**src/rtl/spi_reg_pkg.sv**
```systemverilog
// Shared types and constants for the SPI register bridge.
// Command byte: bit 7 selects write, bits 6:0 carry the start address.
package spi_reg_pkg;

    typedef enum logic [1:0] {
        IDLE,
        CMD,
        WR,
        RD
    } spi_reg_state_t;

    localparam int          SPI_CMD_WR_BIT        = 7;
    localparam logic [7:0]  SPI_STATUS_ID_DEFAULT = 8'hA5;
    localparam int          SPI_ADDR_W            = 7;

endpackage

```
**src/rtl/spi_reg_bridge_if.sv**
```systemverilog
// Register-bus interface between the SPI bridge (master) and a register file (slave).
interface spi_reg_bridge_if #(
    parameter int ADDR_W = 7
);

    logic [ADDR_W-1:0] reg_addr;
    logic [7:0]        reg_wdata;
    logic              reg_we;
    logic              reg_re;
    logic [7:0]        reg_rdata;

    modport master (
        output reg_addr,
        output reg_wdata,
        output reg_we,
        output reg_re,
        input  reg_rdata
    );

    modport slave (
        input  reg_addr,
        input  reg_wdata,
        input  reg_we,
        input  reg_re,
        output reg_rdata
    );

endinterface

```
**src/rtl/spi_addr_counter.sv**
```systemverilog
// Loadable register-address counter; increments wrap silently at the top of the range.
module spi_addr_counter
    import spi_reg_pkg::*;
#(
    parameter int WIDTH = SPI_ADDR_W
) (
    input  logic             clk,
    input  logic             rst,
    input  logic             load,
    input  logic [WIDTH-1:0] load_value,
    input  logic             inc,
    output logic [WIDTH-1:0] count
);

    always_ff @(posedge clk or negedge rst) begin
        if (!rst) begin
            count <= '0;
        end else if (load) begin
            count <= load_value;
        end else if (inc) begin
            count <= count + 1'b1;
        end
    end

endmodule

```
**src/rtl/spi_reg_bridge.sv**
```systemverilog
// SPI byte-stream command decoder: turns a chip-select frame into register
// writes or prefetched reads with auto-incrementing addresses.
module spi_reg_bridge
    import spi_reg_pkg::*;
#(
    parameter logic [7:0] STATUS_ID = SPI_STATUS_ID_DEFAULT,
    parameter int         ADDR_W    = SPI_ADDR_W
) (
    input  logic             clk,
    input  logic             rst,
    input  logic             frame,
    input  logic             rx_valid,
    input  logic [7:0]       rx_data,
    input  logic             tx_load,
    output logic [7:0]       tx_data,
    output logic             frame_err,
    spi_reg_bridge_if.master bus
);

    spi_reg_state_t    state;
    spi_reg_state_t    state_d;
    logic              frame_q;
    logic              frame_rise;
    logic              re_q;
    logic              re_d;
    logic              we_q;
    logic              we_d;
    logic              pend_q;
    logic              outstanding;
    logic              addr_load;
    logic              addr_inc;
    logic              err_set;
    logic [7:0]        wdata_q;
    logic [7:0]        tx_q;
    logic [ADDR_W-1:0] addr;

    assign frame_rise  = frame & ~frame_q;
    assign outstanding = re_q | pend_q;

    spi_addr_counter #(
        .WIDTH (ADDR_W)
    ) u_addr (
        .clk        (clk),
        .rst        (rst),
        .load       (addr_load),
        .load_value (rx_data[ADDR_W-1:0]),
        .inc        (addr_inc),
        .count      (addr)
    );

    always_ff @(posedge clk or negedge rst) begin
        if (!rst) begin
            state   <= IDLE;
            frame_q <= 1'b0;
        end else begin
            state   <= state_d;
            frame_q <= frame;
        end
    end

    // A write advances the address the cycle after its strobe; a read advances
    // on the load and prefetches the new address, unless one is still in flight.
    always_comb begin
        state_d   = state;
        re_d      = 1'b0;
        we_d      = 1'b0;
        addr_load = 1'b0;
        addr_inc  = we_q;
        err_set   = 1'b0;
        if (!frame) begin
            state_d = IDLE;
        end else begin
            case (state)
                IDLE: begin
                    if (frame_rise) begin
                        state_d = CMD;
                    end
                end
                CMD: begin
                    if (rx_valid) begin
                        addr_load = 1'b1;
                        if (rx_data[SPI_CMD_WR_BIT]) begin
                            state_d = WR;
                        end else begin
                            state_d = RD;
                            re_d    = 1'b1;
                        end
                    end
                end
                WR: begin
                    we_d = rx_valid;
                end
                RD: begin
                    if (tx_load) begin
                        if (outstanding) begin
                            err_set = 1'b1;
                        end else begin
                            addr_inc = 1'b1;
                            re_d     = 1'b1;
                        end
                    end
                end
                default: state_d = IDLE;
            endcase
        end
    end

    always_ff @(posedge clk or negedge rst) begin
        if (!rst) begin
            re_q    <= 1'b0;
            we_q    <= 1'b0;
            pend_q  <= 1'b0;
            wdata_q <= 8'h00;
        end else begin
            re_q   <= re_d;
            we_q   <= we_d;
            pend_q <= re_q & frame;
            if (we_d) begin
                wdata_q <= rx_data;
            end
        end
    end

    // Outside a read the status byte is always presented.
    always_ff @(posedge clk or negedge rst) begin
        if (!rst) begin
            tx_q <= STATUS_ID;
        end else if (state_d != RD) begin
            tx_q <= STATUS_ID;
        end else if (pend_q) begin
            tx_q <= bus.reg_rdata;
        end
    end

    always_ff @(posedge clk or negedge rst) begin
        if (!rst) begin
            frame_err <= 1'b0;
        end else if (frame_rise) begin
            frame_err <= 1'b0;
        end else if (err_set) begin
            frame_err <= 1'b1;
        end
    end

    assign tx_data       = tx_q;
    assign bus.reg_addr  = addr;
    assign bus.reg_wdata = wdata_q;
    assign bus.reg_we    = we_q;
    assign bus.reg_re    = re_q;

endmodule

```
**src/flat_wrapper.sv**
```systemverilog
// flat-port wrapper written by rule: the top's interface ports become plain ports
module spi_reg_bridge_flat import spi_reg_pkg::*;
#(
    parameter logic [7:0] STATUS_ID = SPI_STATUS_ID_DEFAULT,
    parameter int         ADDR_W    = SPI_ADDR_W
)
  (clk, rst, frame, rx_valid, rx_data, tx_load, tx_data, frame_err, bus_reg_addr, bus_reg_wdata, bus_reg_we, bus_reg_re, bus_reg_rdata);
  spi_reg_bridge_if #(.ADDR_W(ADDR_W)) bus_i ();
  input  logic clk;
  input  logic rst;
  input  logic frame;
  input  logic rx_valid;
  input  logic [7:0] rx_data;
  input  logic tx_load;
  output logic [7:0] tx_data;
  output logic frame_err;
  output wire logic [$bits(bus_i.reg_addr)-1:0] bus_reg_addr;
  output wire logic [$bits(bus_i.reg_wdata)-1:0] bus_reg_wdata;
  output wire logic [$bits(bus_i.reg_we)-1:0] bus_reg_we;
  output wire logic [$bits(bus_i.reg_re)-1:0] bus_reg_re;
  input wire logic [$bits(bus_i.reg_rdata)-1:0] bus_reg_rdata;
  assign bus_reg_addr = bus_i.reg_addr;
  assign bus_reg_wdata = bus_i.reg_wdata;
  assign bus_reg_we = bus_i.reg_we;
  assign bus_reg_re = bus_i.reg_re;
  assign bus_i.reg_rdata = bus_reg_rdata;
  spi_reg_bridge #(.STATUS_ID(STATUS_ID), .ADDR_W(ADDR_W)) u_core (.clk(clk), .rst(rst), .frame(frame), .rx_valid(rx_valid), .rx_data(rx_data), .tx_load(tx_load), .tx_data(tx_data), .frame_err(frame_err), .bus(bus_i));
endmodule
```
**config.mk**
```make
export PLATFORM = sky130hd
export DESIGN_NAME = spi_reg_bridge_flat
export DESIGN_NICKNAME = d
export VERILOG_FILES = /design/src/rtl/spi_reg_pkg.sv /design/src/rtl/spi_reg_bridge_if.sv /design/src/rtl/spi_addr_counter.sv /design/src/rtl/spi_reg_bridge.sv /design/src/flat_wrapper.sv
export SDC_FILE = /design/constraint.sdc
export NUM_CORES = 1
export LEC_CHECK = 0
export BUFFER_PORTS_ARGS = -buffer_cell sky130_fd_sc_hd__buf_2
export CORE_ASPECT_RATIO = 0.75
export CORE_MARGIN = 2
export CORE_UTILIZATION = 38
export DETAILED_ROUTE_END_ITERATION = 16
export PLACE_DENSITY = 0.66
export SETUP_SLACK_MARGIN = 0.5
export SLEW_MARGIN = 40
export SYNTH_ARGS = -nofsm -noshare
export SYNTH_HDL_FRONTEND = slang
export SYNTH_HIERARCHICAL = 1
export SYNTH_SLANG_ARGS = --single-unit
```
**constraint.sdc**
```tcl
create_clock -name clk -period 5.4 [get_ports clk]
set_clock_uncertainty 0.05 [all_clocks]
set_input_delay 1.62 -clock clk [delete_from_list [all_inputs] [get_ports clk]]
set_output_delay 1.62 -clock clk [all_outputs]
set_load 0.005 [all_outputs]
```
==> metrics.cfg <==
[clock_network]
clk_pin_slew_ns = 0.06
clk_latency_ns = 0.27
cts-buffers-inserted = 5
hold_buffers = 0
postCtsSetupRepairBufs = 0
ctsResizeCount = 0
cts_tree = yes
clock-root-buffer = clkbuf_8
h-tree-depth = 2
clock-sinks = 30
cts_max_path_buffers = 2

[grt]
grt_pass1_wl_um = 5120
grt_max_degree = 31
grt_pass1_vias = 1146
grt_overflow = 0
antenna_found_initial = 0
grt_util_all_layers = 0.169

[pwr]
switching_share = 0.283
p_per_area_mw_per_mm2 = 354
internal-power_uw = 423
ir_drop_uv = 156
seq_power_share = 0.517
p_sw_uw = 167
combPwrFrac = 0.206
clkPwrFrac = 0.278
leakage_nw = 0.789

[floorplanning]
io_pins = 47
row_count = 18
start_util = 0.403
die-area_mm2 = 0.00403
core-area_mm2 = 0.00333
die_x_um = 72.7
die-height_um = 55.5

[worst_setup_path]
cp_top_family = simple AND/OR/NAND/NOR gates
rrSetupSlack_ns = 3.00
crit_path_end_kind = flip-flop
ff2ff_path_depth = 5
crit_top_cell = nand4_1
cp.arrival_ns = 3.51
rr_endpoint = u_core/u_addr/count[6]$_DFFE_PN0P_
cp_max_fo = 13
required_ns = 5.54
cpPeakStageDelay_ns = 0.62
startpoint_type = input port
worstPathCellList = buf_2 > nand4_1 > o31ai_1 > nand4_1 > or3_1 > a31oi_1
critPathSlowestCell = o31ai_1
path_buf_inv = 1
critPathKind = in2reg
timing.rr.start = u_core/state[1]$_DFF_PN0_

[yosys]
yosysUniqueCellTypes = 30
syn_area_per_cell_um2 = 12.0
syn-num-nets = 134
ys_seq_area_frac = 0.562
synth_edf_count = 0
ys_warn_count = 6
synth_most_common_cell = dfrtp_1
async_reset_ff_frac = 1.00
yosys.area.top_type = dfrtp_1
syn-cell-area_mm2 = 0.00134
synth-seq-cells = 30
synth_common_cells = dfrtp_1 (26), nand2_1 (12), mux2i_1 (9)
syn_inst = 112
synth_area_leaders = dfrtp_1 (48%), dfstp_2 (7.8%), mux2i_1 (6.7%), mux2_2 (6.7%), nand2_1 (3.4%)
synth_flop_cell = dfrtp_1
yosys.area.top_type_share = 0.484

[sta]
max_freq_mhz = 297
rsz0062_at_grt = no
final-setup-viol-count = 0
whs_ns = 0.455
setup-tns-final_ns = 0
fin_crit_sh = 0.624
finalCriticalPeriod_ns = 3.37
worst_pin_slew_ns = 0.695
relSlewSlack = 0.533
hold_violations = 0
drv_slew = 0

[routing]
antenna_left = 0
route.detailed.drc = 0
drt-initial-drc-count = 45
wire_per_inst_um = 15.0
finalWirelength_um = 3000
num_vias = 1033
drt_pass1_iterations = 4
vias_per_cell = 5.17

[outcome]
status = complete, no violations

[placed_design]
numPortBuffers = 46
globalplace.congestion = 0.806
placed_cell_area_mm2 = 0.00159
hpwl_um = 2110

[cells_and_area]
area_growth_pct = 23.9
drive_gt1_frac = 0.406
fin_nets = 182
antenna_cells = 0
design_area_mm2 = 0.00167

[flow_run]
maxCapViolCount = 0

[worst_hold_path]
hp-class = reg2reg
worstHoldEndpoint = u_core/bus.reg_wdata[5]$_DFFE_PN0P_
hold_depth = 1
worstHoldStart = u_core/bus.reg_wdata[5]$_DFFE_PN0P_

## state kept, by name, indices dropped and copies added (netlist names)
name and flops:
u_core/bus.reg_wdata 8, u_core/tx_data 8, u_core/u_addr/count 7, u_core/state 2
u_core/bus.reg_re 1, u_core/bus.reg_we 1, u_core/frame_err 1, u_core/frame_q 1
u_core/pend_q 1
## how the worst max path moves through the flow
stage / start / end / slack [ns] / depth (start not counted)
final: frame / u_core/u_addr/count[6]$_DFFE_PN0P_ / 2.03 / 6
after global routing: frame / u_core/u_addr/count[5]$_DFFE_PN0P_ / 1.85 / 6
after CTS: frame / u_core/u_addr/count[5]$_DFFE_PN0P_ / 2.11 / 6
after detailed placement: frame / u_core/u_addr/count[5]$_DFFE_PN0P_ / 1.81 / 6
after global placement: frame / u_core/u_addr/count[5]$_DFFE_PN0P_ / 1.91 / 6
after floorplan: tx_load / u_core/u_addr/count[5]$_DFFE_PN0P_ / 2.28 / 5
## logic make-up after synthesis
logic type / synth area share
muxes: 0.134
adders and majority gates: 0.00931
xor gates and xnor gates: 0.0261
DFF: 0.562
buffers and inverters: 0.0456
AOI/OAI and AO/OA: 0.111
and+or+nand+nor: 0.112
## worst reg2reg max path: stages, from the launching register on
cell and delay, ns:
dfrtp_1 0.58, nand4_1 0.22, o31ai_1 0.62, nand4_1 0.28, or3_1 0.40, a31oi_1 0.18
## layout make-up
cell class	instances	area, um^2
Clock buffer	7	76.3
Fill cell	322	1670
Inverter	7	26.3
Multi-Input combinational cell	70	527
Sequential cell	30	756
Tap cell	40	50.0
Timing Repair Buffer	46	230
## layer usage
layer | vias up | global-route usage | part of all wire
met2 | 23 | 0.268 | 0.51
met3 | 2 | 0.0748 | 0.044
met5 | - | 0 | 0
met4 | 0 | 0.0820 | 0.0063
met1 | 510 | 0.193 | 0.44
li1 | 498 | - | -
## power groups by stage
stage / logic (mW) / clock network (mW) / registers (mW)
after detailed placement: 0.123 / 0 / 0.307
after CTS: 0.123 / 0.171 / 0.304
after global routing: 0.138 / 0.182 / 0.312
final: 0.121 / 0.164 / 0.305
after floorplan: 0.0585 / 0 / 0.304
after global placement: 0.120 / 0 / 0.306
## stage by stage
stage	cells	utilization	setup WS, ns	power [mW]
floorplan	112	-	2.28	0.363
global placement	193	0.477	1.91	0.425
detailed placement	193	0.477	1.81	0.430
CTS	200	0.500	2.11	0.598
global route	200	0.500	1.85	0.633
finish	200	0.500	2.03	0.590
## cell usage in the layout, fill, tap and decap left out
cell / Yosys / routed
a211oi_1: 4 / 4
a221oi_1: 1 / 1
a31oi_1: 2 / 2
and2_1: 1 / 1
buf_2: 1 / 46
clkbuf_1: 1 / 2
clkbuf_8: 0 / 5
dfrtp_1: 26 / 26
dfstp_2: 4 / 4
ha_1: 1 / 1
inv_1: 7 / 7
mux2_2: 8 / 8
mux2i_1: 9 / 9
nand2_1: 12 / 12
nand2b_1: 2 / 2
nand4_1: 3 / 3
nand4b_1: 1 / 1
nand4b_4: 1 / 1
nor2_1: 3 / 3
nor2b_1: 1 / 1
nor3_1: 1 / 1
o2111ai_1: 4 / 4
o21ai_0: 7 / 7
o221a_2: 1 / 1
o31ai_1: 1 / 1
o32ai_1: 1 / 1
or3_1: 2 / 2
xnor2_1: 1 / 1
xor2_1: 3 / 3
Power figures use the tool's default switching activity.
